[config.mk]
export PLATFORM = sky130hd
export DESIGN_NAME = alu_seq
export DESIGN_NICKNAME = d
export VERILOG_FILES = /design/src/rtl/alu_seq.sv
export SDC_FILE = /design/constraint.sdc
export NUM_CORES = 1
export LEC_CHECK = 0
export ABC_AREA = 1
export BUFFER_PORTS_ARGS = -buffer_cell sky130_fd_sc_hd__buf_4
export CORE_ASPECT_RATIO = 0.5
export CORE_MARGIN = 4
export CORE_UTILIZATION = 60
export CTS_CLUSTER_DIAMETER = 80
export DETAILED_ROUTE_END_ITERATION = 10
export PLACE_DENSITY = 0.89
export SLEW_MARGIN = 5
export SYNTH_ARGS = -nofsm -noshare
export SYNTH_HDL_FRONTEND = slang
export SYNTH_SLANG_ARGS = --single-unit
[constraint.sdc]
create_clock -name clk -period 2.6 [get_ports clk]
set_clock_uncertainty 0.15 [all_clocks]
set_input_delay 0 -clock clk [delete_from_list [all_inputs] [get_ports clk]]
set_output_delay 0 -clock clk [all_outputs]
set_load 0.01 [all_outputs]
[src/rtl/alu_seq.sv]
// alu_seq: sequential ALU with a valid/ready handshake on each side.
// Single-cycle ops finish on the accept edge. Shifts and the unsigned
// multiply step once per EXEC cycle. Result and NZCV flags are held in
// registers until the consumer takes them.
module alu_seq #(
   parameter int BITS = 4
) (
   input  logic            clk,
   input  logic            rst_n,
   input  logic            in_valid,
   output logic            in_ready,
   input  logic [3:0]      ALU_Code,
   input  logic [BITS-1:0] A,
   input  logic [BITS-1:0] B,
   output logic            out_valid,
   input  logic            out_ready,
   output logic [BITS-1:0] ALU_Result,
   output logic [3:0]      flags
);

   localparam int SHW = $clog2(BITS) + 1;

   localparam logic [1:0] IDLE = 2'd0;
   localparam logic [1:0] EXEC = 2'd1;
   localparam logic [1:0] DONE = 2'd2;

   localparam logic [3:0] OP_ADD = 4'b0000;
   localparam logic [3:0] OP_SUB = 4'b0001;
   localparam logic [3:0] OP_SHL = 4'b0100;
   localparam logic [3:0] OP_SHR = 4'b0101;
   localparam logic [3:0] OP_ASR = 4'b0110;
   localparam logic [3:0] OP_AND = 4'b1000;
   localparam logic [3:0] OP_OR  = 4'b1001;
   localparam logic [3:0] OP_XOR = 4'b1010;
   localparam logic [3:0] OP_MUL = 4'b1100;

   localparam logic [SHW-1:0] CNT_ZERO = SHW'(0);
   localparam logic [SHW-1:0] CNT_ONE  = SHW'(1);
   localparam logic [SHW-1:0] CNT_BITS = SHW'(BITS);

   // {N,Z,C,V} from a finished result plus carry and overflow
   function automatic logic [3:0] pack_flags(input logic [BITS-1:0] res,
                                             input logic c, input logic v);
      pack_flags = {res[BITS-1], (res == {BITS{1'b0}}), c, v};
   endfunction

   logic [1:0]        state_r;
   logic [3:0]        op_r;
   logic [BITS-1:0]   mcand_r;     // multiplicand
   logic [BITS-1:0]   sh_r;        // value being shifted
   logic [2*BITS-1:0] prod_r;      // {partial product, remaining multiplier}
   logic [SHW-1:0]    cnt_r;       // EXEC steps left
   logic [BITS-1:0]   result_r;
   logic [3:0]        flags_r;

   logic [BITS:0]     add_s;
   logic [BITS:0]     sub_s;
   logic [31:0]       b_wide_s;
   logic [SHW-1:0]    amt_s;
   logic [SHW-1:0]    cnt_load_s;
   logic              is_multi_s;
   logic [BITS-1:0]   sc_res_s;
   logic              sc_c_s;
   logic              sc_v_s;
   logic [BITS-1:0]   sh_next_s;
   logic              sh_c_s;
   logic [BITS:0]     psum_s;
   logic [2*BITS-1:0] prod_next_s;
   logic [BITS-1:0]   fin_res_s;
   logic              fin_c_s;

   assign in_ready   = (state_r == IDLE);
   assign out_valid  = (state_r == DONE);
   assign ALU_Result = result_r;
   assign flags      = flags_r;

   // Single-cycle results and step counts, computed from the live inputs at accept time
   always_comb begin
      add_s      = {1'b0, A} + {1'b0, B};
      sub_s      = {1'b0, A} - {1'b0, B};
      b_wide_s   = 32'(B);
      sc_res_s   = A | B;
      sc_c_s     = 1'b0;
      sc_v_s     = 1'b0;
      is_multi_s = 1'b0;
      if (b_wide_s > 32'(BITS)) begin
         amt_s = CNT_BITS;
      end else begin
         amt_s = b_wide_s[SHW-1:0];
      end
      cnt_load_s = amt_s;
      case (ALU_Code)
         OP_ADD: begin
            sc_res_s = add_s[BITS-1:0];
            sc_c_s   = add_s[BITS];
            sc_v_s   = (A[BITS-1] == B[BITS-1]) && (add_s[BITS-1] != A[BITS-1]);
         end
         OP_SUB: begin
            sc_res_s = sub_s[BITS-1:0];
            sc_c_s   = ~sub_s[BITS];
            sc_v_s   = (A[BITS-1] != B[BITS-1]) && (sub_s[BITS-1] != A[BITS-1]);
         end
         OP_SHL, OP_SHR, OP_ASR: begin
            // only reaches the output when the clamped amount is zero
            sc_res_s   = A;
            is_multi_s = 1'b1;
         end
         OP_MUL: begin
            is_multi_s = 1'b1;
            cnt_load_s = CNT_BITS;
         end
         OP_AND:  sc_res_s = A & B;
         OP_OR:   sc_res_s = A | B;
         OP_XOR:  sc_res_s = A ^ B;
         default: sc_res_s = A | B;
      endcase
   end

   // One shift bit or one shift-add multiply step per EXEC cycle
   always_comb begin
      sh_next_s = sh_r;
      sh_c_s    = 1'b0;
      case (op_r)
         OP_SHL: begin
            sh_next_s = {sh_r[BITS-2:0], 1'b0};
            sh_c_s    = sh_r[BITS-1];
         end
         OP_SHR: begin
            sh_next_s = {1'b0, sh_r[BITS-1:1]};
            sh_c_s    = sh_r[0];
         end
         OP_ASR: begin
            sh_next_s = {sh_r[BITS-1], sh_r[BITS-1:1]};
            sh_c_s    = sh_r[0];
         end
         default: begin
            sh_next_s = sh_r;
            sh_c_s    = 1'b0;
         end
      endcase
      psum_s = {1'b0, prod_r[2*BITS-1:BITS]} + {1'b0, mcand_r};
      if (prod_r[0]) begin
         prod_next_s = {psum_s, prod_r[BITS-1:1]};
      end else begin
         prod_next_s = {1'b0, prod_r[2*BITS-1:1]};
      end
      if (op_r == OP_MUL) begin
         fin_res_s = prod_next_s[BITS-1:0];
         fin_c_s   = |prod_next_s[2*BITS-1:BITS];
      end else begin
         fin_res_s = sh_next_s;
         fin_c_s   = sh_c_s;
      end
   end

   // FSM, operand capture and the held result/flag registers
   always_ff @(posedge clk) begin
      if (!rst_n) begin
         state_r  <= IDLE;
         op_r     <= 4'b0000;
         mcand_r  <= {BITS{1'b0}};
         sh_r     <= {BITS{1'b0}};
         prod_r   <= {(2*BITS){1'b0}};
         cnt_r    <= CNT_ZERO;
         result_r <= {BITS{1'b0}};
         flags_r  <= 4'b0000;
      end else begin
         case (state_r)
            IDLE: begin
               if (in_valid) begin
                  op_r    <= ALU_Code;
                  mcand_r <= A;
                  sh_r    <= A;
                  prod_r  <= {{BITS{1'b0}}, B};
                  cnt_r   <= cnt_load_s;
                  if (is_multi_s && (cnt_load_s != CNT_ZERO)) begin
                     state_r <= EXEC;
                  end else begin
                     state_r  <= DONE;
                     result_r <= sc_res_s;
                     flags_r  <= pack_flags(sc_res_s, sc_c_s, sc_v_s);
                  end
               end
            end
            EXEC: begin
               sh_r   <= sh_next_s;
               prod_r <= prod_next_s;
               cnt_r  <= cnt_r - CNT_ONE;
               if (cnt_r == CNT_ONE) begin
                  state_r  <= DONE;
                  result_r <= fin_res_s;
                  flags_r  <= pack_flags(fin_res_s, fin_c_s, 1'b0);
               end
            end
            DONE: begin
               if (out_ready) begin
                  state_r <= IDLE;
               end
            end
            default: state_r <= IDLE;
         endcase
      end
   end

endmodule
Word-level counts from Yosys, hierarchy flattened
Index checks and enable logic that the tools add are counted.
{"block": "totals", "register_bits": 33, "in_bits": 16, "output_inout_bits": 10, "word_cells": 86}
{"block": "classes", "addsub": 4, "n_lt_le_gt_ge": 1, "n_eq_ne": 22, "n_mux": 30, "bitwise": 4, "n_reduce_logical": 17}
{"op": "4-bit two-way mux", "n": 8}
{"op": "4-bit by 3-bit equality test with 1-bit output, second input constant", "n": 6}
{"op": "4-bit case mux with 2 select lines", "n": 3}
{"op": "4-bit case mux with 5 select lines", "n": 1}
{"op": "4-bit equality test, second input constant", "n": 4}
{"op": "8-bit two-way mux", "n": 2}
{"op": "8-bit case mux with 2 select lines", "n": 1}
{"op": "4-bit logical NOT", "n": 3}
{"op": "4-bit case mux with 3 select lines", "n": 1}
{"op": "4-bit by 4-bit adder with 5-bit output", "n": 2}
{"op": "3-bit two-way mux", "n": 3}
{"op": "2-bit two-way mux", "n": 4}
{"op": "4-bit OR reduction", "n": 2}
{"op": "2-bit != test, second input constant", "n": 3}
{"op": "1-bit case mux with 2 select lines", "n": 3}
{"op": "2-bit case mux with 3 select lines", "n": 1}
{"op": "3-bit case mux with 2 select lines", "n": 1}
{"op": "4-bit by 4-bit subtractor with 5-bit output", "n": 1}
{"op": "4-bit bitwise AND", "n": 1}
{"op": "4-bit by 1-bit equality test with 1-bit output, second input constant", "n": 1}
{"op": "4-bit by 3-bit > comparator with 1-bit output, second input constant", "n": 1}
{"op": "4-bit bitwise OR", "n": 1}
{"op": "2-bit AND reduction", "n": 2}
{"op": "4-bit AND reduction", "n": 1}
{"op": "other kinds (17)", "n": 22}

Logic depth before layout (Yosys ltp)
Gate-level depths: netlist of the first run.
{"block": "logic_depth", "depth_word": 8, "depth_mapped": 12, "depth_no_buf": 12}

Worst setup path before layout of the first run
OpenSTA, ideal clock, no wires.
{"block": "synth_timing", "path_type": "reg-to-reg", "startpoint": "reg prod_r[4]", "endpoint": "reg flags_r[1], in the netlist flags[1]", "setup_ns": 0.131, "arrival_time_ns": 1.488, "t_required_ns": 2.319, "setup_slack_ns": 0.831, "stages_incl_launch_ff": 11, "n_path_buf": 0, "period_less_slack_ns": 1.769, "cell_sequence": "dfxtp_1 -> ha_1 -> inv_1 -> fa_1 -> o21ai_0 -> nor2_1 -> nand2_1 -> nor2_1 -> nand2_1 -> nand2_1 -> a21oi_2"}
{"block": "synth_via", "elab_chain_len": 6}
{"element": "start, declared", "line": "51", "rtl": "logic [2*BITS-1:0] prod_r;"}
{"element": "start signal, assigned", "line": "163", "rtl": "prod_r <= {(2*BITS){1'b0}};"}
{"element": "start signal, assigned", "line": "174", "rtl": "prod_r <= {{BITS{1'b0}}, B};"}
{"element": "start signal, assigned", "line": "187", "rtl": "prod_r <= prod_next_s;"}
{"element": "4-bit by 4-bit adder with 5-bit output", "line": "141", "rtl": "psum_s = {1'b0, prod_r[2*BITS-1:BITS]} + {1'b0, mcand_r};"}
{"element": "8-bit two-way mux", "line": "142", "rtl": "if (prod_r[0]) begin"}
{"element": "4-bit OR reduction", "line": "149", "rtl": "fin_c_s = |prod_next_s[2*BITS-1:BITS];"}
{"element": "1-bit two-way mux", "line": "147", "rtl": "if (op_r == OP_MUL) begin"}
{"element": "4-bit two-way mux", "line": "189", "rtl": "if (cnt_r == CNT_ONE) begin"}
{"element": "4-bit case mux with 2 select lines", "line": "168", "rtl": "case (state_r)"}
{"element": "end signal, assigned", "line": "181", "rtl": "flags_r <= pack_flags(sc_res_s, sc_c_s, sc_v_s);"}
{"element": "end signal, assigned", "line": "192", "rtl": "flags_r <= pack_flags(fin_res_s, fin_c_s, 1'b0);"}
{"element": "end, declared", "line": "54", "rtl": "logic [3:0] flags_r;"}
No other way between the ends. The select of a mux whose other input is x is not followed.
A chain may end at the register's enable or synchronous reset.

Worst setup path in the final report of the first run
{"block": "layout_timing", "startpoint": "in A[0]", "endpoint": "reg flags_r[1], in the netlist flags[1]"}
{"block": "layout_via", "elab_chain_len": 6, "word_cells_on_any_way": 7, "classes_between": "2 x add/sub; 4 x mux; 1 x bitwise"}
{"element": "start, declared", "line": "13", "rtl": "input logic [BITS-1:0] A,"}
{"element": "4-bit by 4-bit subtractor with 5-bit output", "line": "80", "rtl": "sub_s = {1'b0, A} - {1'b0, B};"}
{"element": "1-bit inverter", "line": "100", "rtl": "sc_c_s = ~sub_s[BITS];"}
{"element": "1-bit case mux with 2 select lines (*)", "line": "92", "rtl": "case (ALU_Code)"}
{"element": "4-bit two-way mux (*)", "line": "176", "rtl": "if (is_multi_s && (cnt_load_s != CNT_ZERO)) begin"}
{"element": "4-bit two-way mux (*)", "line": "170", "rtl": "if (in_valid) begin"}
{"element": "4-bit case mux with 2 select lines (*)", "line": "168"}
Mark *: on every way between the ends. The rest lies on a longest branch, timed or not. The select of a mux whose other input is x is not followed.

==> out/qor.txt, run 1 <==
#FFs+latches synth - 32
Ports - 26
largest net degree at the start of global routing - 25
r2r worst-path depth - 10
Port Buffer Count - 25
Synth cell types - 33
synthesized area - 2430 um^2
CP Launch Point - A[0]
Flop pwr share - 0.383
stages on the worst setup path - 13
peak supply drop - 0.240 mV
worst hold path stage count - 5
Setup crit start kind - primary input
post-synthesis adder-cell area fraction - 0.118
slowest CP cell - dlygate4sd3_1
root buf cell - clkbuf_8
initial antenna violation count - 0
grt total ovfl - 0
share of cells above drive strength 1 - 0.127
setup ws final - 0.440 ns
Synth Area in Compound Gates - 0.138
post-CTS sizing - 0
post-synth top area cell - dfxtp_1
fin crit share - 0.831
Rel. slew slack - 0.495
Post-Synth XOR/XNOR Area - 0.0144
WP data arrival - 2.15 ns
final cell count without fillers - 471
Post-synth ARST share - 0
final net count - 453
# rows - 16
Leak - 0.00141 uW
Worst-path clk slew - 0.07 ns
CTS max path bufs - 2
routed via count - 2632
Post-Synth Simple-Gate Area - 0.359
Tmin final - 2.16 ns
Synth area leaders - dfxtp_1, nand2_1, ha_1
Synth Flop Type - dfxtp_1
status - completed
cell with the most instances on the worst path - inv_1
Max Cap Viol - 0
DRC errors left - 0
CP delay by family, top - buffers and inverters
first-pass GRT wire length - 10900 um
switching share of power - 0.344
worst reg-to-reg setup slack - 0.61 ns
Syn-to-layout area delta - 18.8%
Num Clock Sinks - 32
fmax - 463 MHz
number of synthesized flops with an enable pin - 0
via density per instance - 5.59
Syn Nets - 414
Avg WL per Cell - 14.0 um
register area share after synthesis - 0.264
crit path cell chain - dlygate4sd3_1, buf_4, inv_1, ha_1, inv_1, fa_1, a21oi_1, nor2_1, o21ai_0, nand2_1, inv_1, o21a_1, a21oi_2
Crit. End Element - flop
Final Hold Fails - 0
TritonCTS clock tree - done
H-tree depth - 2
dpl hpwl - 4910 um
Setup Total Neg Slack - 0 ns
GPL Wtd Cong - 0.952
combinational share of power - 0.305
CTS Buf Count - 5
synth warn - 0
Yosys top cell area share - 0.264
vias in the first global route - 2430
# placed instances - 451
die area - 5190 um^2
Initial Utilization - 0.621
Slowest Stage Delay on Critical Path - 0.54 ns
Slew Viols, Final - 0
main combinational cell family by area after synthesis - simple AND/OR/NAND/NOR gates
post-CTS setup buffer count - 0
Clk network pwr share - 0.312
Reg2Reg Capture Point - flags[1]$_SDFFE_PN0P_
Pint - 995 uW
Worst-Skew Late Latency - 0.29 ns
Post-Route WL - 6610 um
Final setup viols - 0
Die Y - 53.0 um
Crit path buffers/inverters - 5
DP Worst Slack - 0.640 ns
Hold/Removal Path Class - in -> reg
core area - 3900 um^2
worst r2r src - prod_r[4]$_SDFFE_PN0P_
first-pass detailed-route iteration total - 5
DIE WIDTH - 97.9 um
Crit Path Class - in -> reg
PwrDens - 526 nW/um^2
critical path fanouts, max - 3
cells after synthesis - 377
RSZ-0062 raised after global routing - no
mux cell area share after synthesis - 0.00825
sw power - 521 uW
Post-DRT Antenna Nets - 0
CP Capture Point - flags[1]$_SDFFE_PN0P_
Avg Cell Area, Syn - 6.44 um^2
# diodes - 0
GRT Overall Usage - 0.262
DRT iter0 DRCs - 181
CP Data Required Time - 2.59 ns
Worst Tran Pin Value - 0.757 ns
[logic make-up after synthesis]
kind of cell / count (synthesis)
mux: 2
xor+xnor: 4
simple gates: 198
buf+inv: 60
fa+ha+maj: 21
flops: 32
compound gates: 60
[worst register-to-register path, cell delays in order (launching register included)]
cell and delay [ns]:
dfxtp_1 0.35, ha_1 0.17, inv_1 0.05, fa_1 0.40
xnor2_1 0.14, mux2i_1 0.16, nand2_1 0.07, nor2_1 0.08
nand2_1 0.10, nand2_1 0.11, a21oi_2 0.05
[power groups by stage]
stage,sequential [uW],clock [uW],combinational (uW)
after floorplan,587,0,300
after detailed placement,589,0,433
after global placement,587,0,421
final,580,473,462
after CTS,579,471,451
after global routing,584,492,513
[per-layer routing]
layer / part of all wire / track usage / up-vias
li1: - / - / 1296
met1: 0.44 / 0.331 / 1194
met2: 0.47 / 0.464 / 121
met3: 0.070 / 0.0500 / 21
met4: 0.020 / 0.0759 / 0
met5: 0 / 0 / -
[registers in the layout, indices dropped and copies added, names as in the netlist]
name        count
prod_r          8
op_r            4
state_r         2
mcand_r         4
flags           3
cnt_r           3
sh_r            4
ALU_Result      4
[synth_stat cells (2+ instances only)]
| cell type | count |
|---|---|
| nand2_1 | 109 |
| inv_1 | 50 |
| nand3_1 | 36 |
| dfxtp_1 | 32 |
| nor2_1 | 32 |
| a21oi_1 | 28 |
| ha_1 | 18 |
| o21ai_0 | 17 |
| a31oi_1 | 6 |
| nand4_1 | 6 |
| or2_2 | 5 |
| buf_4 | 3 |
| clkbuf_1 | 3 |
| fa_1 | 3 |
| inv_2 | 3 |
| nor2_2 | 3 |
| mux2i_1 | 2 |
| nor2_4 | 2 |
| nor3_1 | 2 |
| o21ai_2 | 2 |
| xnor2_1 | 2 |
| xor2_1 | 2 |
[per-stage QoR]
| step | utilization | instance area [um^2] | hold slack [ns] | power (uW) |
|---|---|---|---|---|
| after global routing | 0.738 | 2880 | 0.0741 | 1590 |
| final | 0.738 | 2880 | 0.0218 | 1520 |
| after floorplan | - | 2430 | -0.0524 | 887 |
| after global placement | 0.680 | 2660 | 0.108 | 1010 |
| after CTS | 0.738 | 2880 | 0.0102 | 1500 |
| after detailed placement | 0.680 | 2660 | 0.115 | 1020 |
[area by class of cell]
class | count | area, um^2
clock buffers | 6 | 72.6
flip-flops and latches | 32 | 641
clock inverters | 2 | 35.0
fillers | 306 | 1020
well taps | 54 | 67.6
inverters | 54 | 205
multi-input cells | 285 | 1550
repair buffers | 38 | 315
[cell usage in the layout, fill, tap and decap left out, types with 2 or more instances in the layout]
cell,Yosys,layout
xnor2_1,2,2
nor2_1,32,32
dlygate4sd3_1,0,12
nand3_1,36,36
xor2_1,2,2
a31oi_1,6,6
buf_4,3,26
nor2_4,2,2
o21ai_0,17,17
ha_1,18,18
o21ai_2,2,2
inv_1,50,50
or2_2,5,5
fa_1,3,3
nor2_2,3,3
nor3_1,2,2
nand2_1,109,109
mux2i_1,2,2
nand4_1,6,6
clkbuf_8,0,5
dfxtp_1,32,32
a21oi_1,28,28
inv_2,3,3
[worst min path at each step]
stage | start | end
after floorplan | rst_n | cnt_r[2]$_SDFFE_PN0P_
after global placement | rst_n | cnt_r[2]$_SDFFE_PN0P_
after detailed placement | rst_n | cnt_r[2]$_SDFFE_PN0P_
after CTS | B[3] | prod_r[3]$_SDFFE_PN0P_
after global routing | B[3] | prod_r[3]$_SDFFE_PN0P_
final | B[3] | prod_r[3]$_SDFFE_PN0P_
[what timing repair did]
action	4_1_cts	5_1_grt
endpoints found under the hold margin	18	0
hold buffers	12	0
setup endpoints to repair	0	0
Power figures use the tool's default switching activity.
==> run 2, diff against run 1 <==
--- a/config.mk
+++ b/config.mk
@@ -5,14 +5,14 @@
 export SDC_FILE = /design/constraint.sdc
 export NUM_CORES = 1
 export LEC_CHECK = 0
-export ABC_AREA = 1
+export ABC_AREA = 0
 export BUFFER_PORTS_ARGS = -buffer_cell sky130_fd_sc_hd__buf_4
 export CORE_ASPECT_RATIO = 0.5
 export CORE_MARGIN = 4
-export CORE_UTILIZATION = 60
+export CORE_UTILIZATION = 54
 export CTS_CLUSTER_DIAMETER = 80
 export DETAILED_ROUTE_END_ITERATION = 10
-export PLACE_DENSITY = 0.89
+export PLACE_DENSITY = 0.85
 export SLEW_MARGIN = 5
 export SYNTH_ARGS = -nofsm -noshare
 export SYNTH_HDL_FRONTEND = slang
==> constraint.sdc (replaced) <==
create_clock -name clk -period 1.9 [get_ports clk]
set_clock_uncertainty 0.15 [all_clocks]
set_input_delay 0 -clock clk [delete_from_list [all_inputs] [get_ports clk]]
set_output_delay 0 -clock clk [all_outputs]
set_load 0.01 [all_outputs]
==> out/qor.txt, run 2 <==
DRT iter0 DRCs - 270
status - complete, but fails checks
Post-DRT Antenna Nets - 0
Num Clock Sinks - 32
CP Launch Point - mcand_r[0]$_SDFFE_PN0P_
Synth Area in Compound Gates - 0.262
grt total ovfl - 0
crit path cell chain - ha_4, inv_2, fa_2, xnor2_2, mux2i_1, and4_1, a31oi_2, o21a_1
Slew Viols, Final - 0
Synth area leaders - dfxtp_1, ha_1, nand2_1
Die Y - 56.9 um
setup ws final - -0.162 ns
Synth top cells by count - nand2_1, nor2_1, dfxtp_1
Final Hold Fails - 0
final instance area - 3210 um^2
PwrDens - 635 nW/um^2
Port Buffer Count - 25
DIE WIDTH - 106 um
Setup crit start kind - flop
worst reg-to-reg setup slack - -0.16 ns
Rel. slew slack - 0.660
DRC errors left - 0
first-pass detailed-route iteration total - 5
vias in the first global route - 2628
WP data arrival - 2.11 ns
Crit. End Element - flop
critical path fanouts, max - 2
Avg Cell Area, Syn - 7.73 um^2
Synth Flop Type - dfxtp_1
# diodes - 0
core area - 4510 um^2
Initial Utilization - 0.573
synth warn - 0
synthesized area - 2580 um^2
Syn Nets - 371
H-tree depth - 2
Post-synth ARST share - 0
via density per instance - 6.20
Post-Route WL - 7890 um
GPL Wtd Cong - 0.940
Slowest Stage Delay on Critical Path - 0.36 ns
cells after synthesis - 334
violated checks - negative setup slack
Crit Path Class - reg -> reg
main combinational cell family by area after synthesis - compound AO/OA/AOI/OAI gates
GRT Overall Usage - 0.267
slowest CP cell - dfxtp_2
most numerous cell in the Yosys netlist - nand2_1
Reg2Reg Capture Point - flags[1]$_SDFFE_PN0P_
post-synth top area cell - dfxtp_1
CTS max path bufs - 2
share of cells above drive strength 1 - 0.243
largest net degree at the start of global routing - 29
die area - 6020 um^2
routed via count - 2809
Syn-to-layout area delta - 24.3%
root buf cell - clkbuf_8
peak supply drop - 0.314 mV
Post-Synth XOR/XNOR Area - 0.0237
most frequent cells in the layout - buf_4, nand2_1, nor2_1
TritonCTS clock tree - done
final net count - 423
worst r2r src - mcand_r[0]$_SDFFE_PN0P_
register area share after synthesis - 0.248
CP Data Required Time - 1.94 ns
Post-Synth Simple-Gate Area - 0.248
Yosys top cell area share - 0.248
fin crit share - 1.09
Worst-path clk slew - 0.07 ns
Leak - 0.00132 uW
number of flip-flops under the largest register name - 8
Final setup viols - 2
fmax - 485 MHz
dpl hpwl - 5600 um
CTS Buf Count - 5
number of synthesized flops with an enable pin - 0
Worst-Skew Late Latency - 0.29 ns
post-synthesis adder-cell area fraction - 0.115
CP Capture Point - flags[1]$_SDFFE_PN0P_
mux cell area share after synthesis - 0.0242
#FFs+latches synth - 32
Hold/Removal Path Class - in -> reg
Worst Tran Pin Value - 0.509 ns
leading cell type in the layout, fill and taps excluded - buf_4
Max Cap Viol - 0
placement-stage cell area - 2950 um^2
initial antenna violation count - 0
first-pass GRT wire length - 12900 um
r2r worst-path depth - 8
post-layout util - 0.712
Synth cell types - 60
Ports - 26
RSZ-0062 raised after global routing - yes
Avg WL per Cell - 17.4 um
Largest Register - prod_r
Tmin final - 2.06 ns
# rows - 17
run 2: final cells by class:
cell class	count	area, um^2
clock buffers	6	72.6
clock inverters	2	35.0
fillers	332	1300
inverters	22	82.6
multi-input cells	260	1780
flip-flops and latches	32	646
well taps	66	82.6
repair buffers	65	508
run 2: cells by family after synthesis:
group                    count (synthesis)
AO/OA/AOI/OAI                          100
XOR/XNOR                                 7
adder cells (fa/ha/maj)                 22
buffers and inverters                   42
flip-flops                              32
multiplexers                             6
AND/OR/NAND/NOR                        125
run 2: how the worst min path moves through the flow:
stage,from,cells after the start,end,slack (ns)
2_1_floorplan,rst_n,1,flags[1]$_SDFFE_PN0P_,-0.03
3_3_place_gp,rst_n,2,flags[1]$_SDFFE_PN0P_,0.1
3_5_place_dp,rst_n,2,flags[1]$_SDFFE_PN0P_,0.11
4_1_cts,A[1],4,sh_r[1]$_SDFFE_PN0P_,0.005
5_1_grt,A[1],4,sh_r[1]$_SDFFE_PN0P_,0.03
6_report,A[2],4,mcand_r[2]$_SDFFE_PN0P_,0.008
run 2: power by group:
group / switching (uW) / internal (uW)
logic: 337 / 275
clock network: 271 / 389
registers: 46.6 / 719
total: 655 / 1380
run 2: metal layers:
layer	part of all wire	GRT usage	routed length, um	vias to the layer above
met3	0.072	0.0505	570	36
met2	0.48	0.470	3750	145
met1	0.42	0.340	3350	1336
met4	0.027	0.0701	216	0
li1	-	-	-	1292
met5	0	0	0	-
run 2: repair_timing:
item | 4_1_cts | 5_1_grt
resized for setup | 12 | 7
hold buffers | 8 | 0
hold endpoints to repair | 11 | 0
pin swaps | 6 | 1
setup endpoints to repair | 1 | 8
setup buffers | 3 | 0
run 2: worst max-delay path, delay by kind of cell (launching register included):
| family | cells | cell delay [ns] |
|---|---|---|
| xor gates and xnor gates | 1 | 0.15 |
| and+or+nand+nor | 1 | 0.25 |
| DFF | 1 | 0.36 |
| AOI/OAI and AO/OA | 2 | 0.29 |
| adders and majority gates | 2 | 0.50 |
| muxes | 1 | 0.21 |
| buffers and inverters | 1 | 0.04 |
run 2: per-stage QoR:
step	worst slack (ns)	std cells	TNS (ns)	hold WS [ns]	total power, uW
3_5_place_dp	-0.189	435	-0.313	0.113	1340
4_1_cts	-0.0928	454	-0.112	0.00507	2010
6_report	-0.162	453	-0.169	0.00823	2040
2_1_floorplan	0.0108	334	0	-0.0325	1130
3_3_place_gp	-0.107	435	-0.178	0.0998	1320
5_1_grt	-0.253	453	-0.473	0.0318	2130
==> run 3, diff against run 2 <==
--- a/config.mk
+++ b/config.mk
@@ -13,6 +13,7 @@
 export CTS_CLUSTER_DIAMETER = 80
 export DETAILED_ROUTE_END_ITERATION = 10
 export PLACE_DENSITY = 0.85
+export RECOVER_POWER = 100
 export SLEW_MARGIN = 5
 export SYNTH_ARGS = -nofsm -noshare
 export SYNTH_HDL_FRONTEND = slang
==> out/qor.txt, run 3 (synthesis results as in run 2) <==
initial antenna violation count - 0
grt total ovfl - 0
GPL Wtd Cong - 0.940
dpl hpwl - 5600 um
Final setup viols - 2
CP Data Required Time - 1.94 ns
Post-Route WL - 7890 um
CTS max path bufs - 2
critical path fanouts, max - 2
share of cells above drive strength 1 - 0.214
fin crit share - 1.08
r2r worst-path depth - 8
Largest Register - prod_r
vias in the first global route - 2628
worst reg-to-reg setup slack - -0.16 ns
Worst-Skew Late Latency - 0.29 ns
first-pass detailed-route iteration total - 7
hold slack - 0.0108 ns
WP data arrival - 2.10 ns
crit path cell chain - ha_4, inv_2, fa_2, xnor2_2, mux2i_1, and4_1, a31oi_2, o21a_1
largest net degree at the start of global routing - 29
Max Cap Viol - 0
first-pass GRT wire length - 12900 um
Initial Utilization - 0.573
Post-DRT Antenna Nets - 0
Final Hold Fails - 0
H-tree depth - 2
PwrDens - 638 nW/um^2
Worst-path clk slew - 0.07 ns
# diodes - 0
Slowest Stage Delay on Critical Path - 0.36 ns
Worst Tran Pin Value - 0.502 ns
RSZ-0062 raised after global routing - yes
CTS Buf Count - 5
Syn-to-layout area delta - 22.4%
die area - 6020 um^2
DIE WIDTH - 106 um
Crit Path Class - reg -> reg
Hold/Removal Path Class - in -> reg
post-layout util - 0.701
fmax - 485 MHz
setup ws final - -0.160 ns
hold_sp - A[1]
Num Clock Sinks - 32
violated checks - negative setup slack
Ports - 26
Port Buffer Count - 25
peak supply drop - 0.311 mV
Reg2Reg Capture Point - flags[1]$_SDFFE_PN0P_
Die Y - 56.9 um
DRC errors left - 0
core area - 4510 um^2
leading cell type in the layout, fill and taps excluded - buf_4
GRT Overall Usage - 0.267
root buf cell - clkbuf_8
Setup crit start kind - flop
most frequent cells in the layout - buf_4, nand2_1, nor2_1
routed via count - 2784
slowest CP cell - dfxtp_2
status - complete, but fails checks
Avg WL per Cell - 17.4 um
# rows - 17
TritonCTS clock tree - done
filler instances - 349
Crit. End Element - flop
Slew Viols, Final - 0
worst r2r src - mcand_r[0]$_SDFFE_PN0P_
DRT iter0 DRCs - 289
final net count - 423
# placed instances - 435
final cell count without fillers - 453
via density per instance - 6.15
Tmin final - 2.06 ns
Rel. slew slack - 0.665
Hold Path End - sh_r[1]$_SDFFE_PN0P_
Leak - 0.00128 uW
number of flip-flops under the largest register name - 8
worst hold path stage count - 4
-- run 3: cell types whose count changed in the layout (fill, tap and decap cells not counted), sizes merged --
cell and delta:
buf -12, clkbuf +12
-- run 3: how the worst max path moves through the flow --
stage	startpoint	end	slack (ns)	cells past startpoint
finish	mcand_r[0]$_SDFFE_PN0P_	flags[1]$_SDFFE_PN0P_	-0.16	8
global route	mcand_r[0]$_SDFFE_PN0P_	flags[1]$_SDFFE_PN0P_	-0.25	8
CTS	mcand_r[0]$_SDFFE_PN0P_	flags[1]$_SDFFE_PN0P_	-0.09	8
detailed placement	mcand_r[0]$_SDFFE_PN0P_	flags[1]$_SDFFE_PN0P_	-0.19	8
global placement	mcand_r[0]$_SDFFE_PN0P_	flags[1]$_SDFFE_PN0P_	-0.11	9
floorplan	prod_r[4]$_SDFFE_PN0P_	flags[1]$_SDFFE_PN0P_	0.01	8
-- run 3: layout make-up --
| cell class | instances | area, um^2 | share of cell area |
|---|---|---|---|
| clock buffer | 6 | 72.6 | 0.0230 |
| clock inverter | 2 | 35.0 | 0.0111 |
| inverter | 22 | 82.6 | 0.0261 |
| multi-input combinational | 260 | 1780 | 0.563 |
| sequential | 32 | 646 | 0.204 |
| tap | 66 | 82.6 | 0.0261 |
| timing repair buffer | 65 | 463 | 0.146 |
-- run 3: report_power, final --
group,leakage (uW),switching [uW],internal (uW)
sequential,0.000264,46.7,719
combinational,0.000958,335,255
clock,0.0000552,270,389
total,0.00128,651,1360
-- run 3: per-stage QoR --
step	setup TNS, ns	worst slack, ns	power (uW)	area, um^2
floorplan	0	0.0108	1130	2580
global placement	-0.178	-0.107	1320	2950
detailed placement	-0.313	-0.189	1340	2950
CTS	-0.112	-0.0928	2010	3200
global route	-0.653	-0.253	2100	3160
finish	-0.164	-0.160	2020	3160
-- run 3: what timing repair did --
item / in CTS / in global routing
hold buffers: 8 / 0
endpoints found under the hold margin: 11 / 0
pin swaps: 6 / 1
setup endpoints to repair: 1 / 8
resized for setup: 12 / 7
setup buffers: 3 / 0
-- run 3: routing by layer --
metal / GRT usage / vias to the layer above / share of wire
met1: 0.340 / 1316 / 0.43
met3: 0.0505 / 29 / 0.077
li1: - / 1290 / -
met4: 0.0701 / 0 / 0.024
met2: 0.470 / 149 / 0.47
met5: 0 / - / 0
-- run 3: critical path, delay by kind of cell (launching register included) --
| family | cells | cell delay [ns] |
|---|---|---|
| fa+ha+maj | 2 | 0.50 |
| simple gates | 1 | 0.26 |
| buf+inv | 1 | 0.04 |
| mux | 1 | 0.21 |
| flops | 1 | 0.36 |
| xor+xnor | 1 | 0.15 |
| compound gates | 2 | 0.29 |
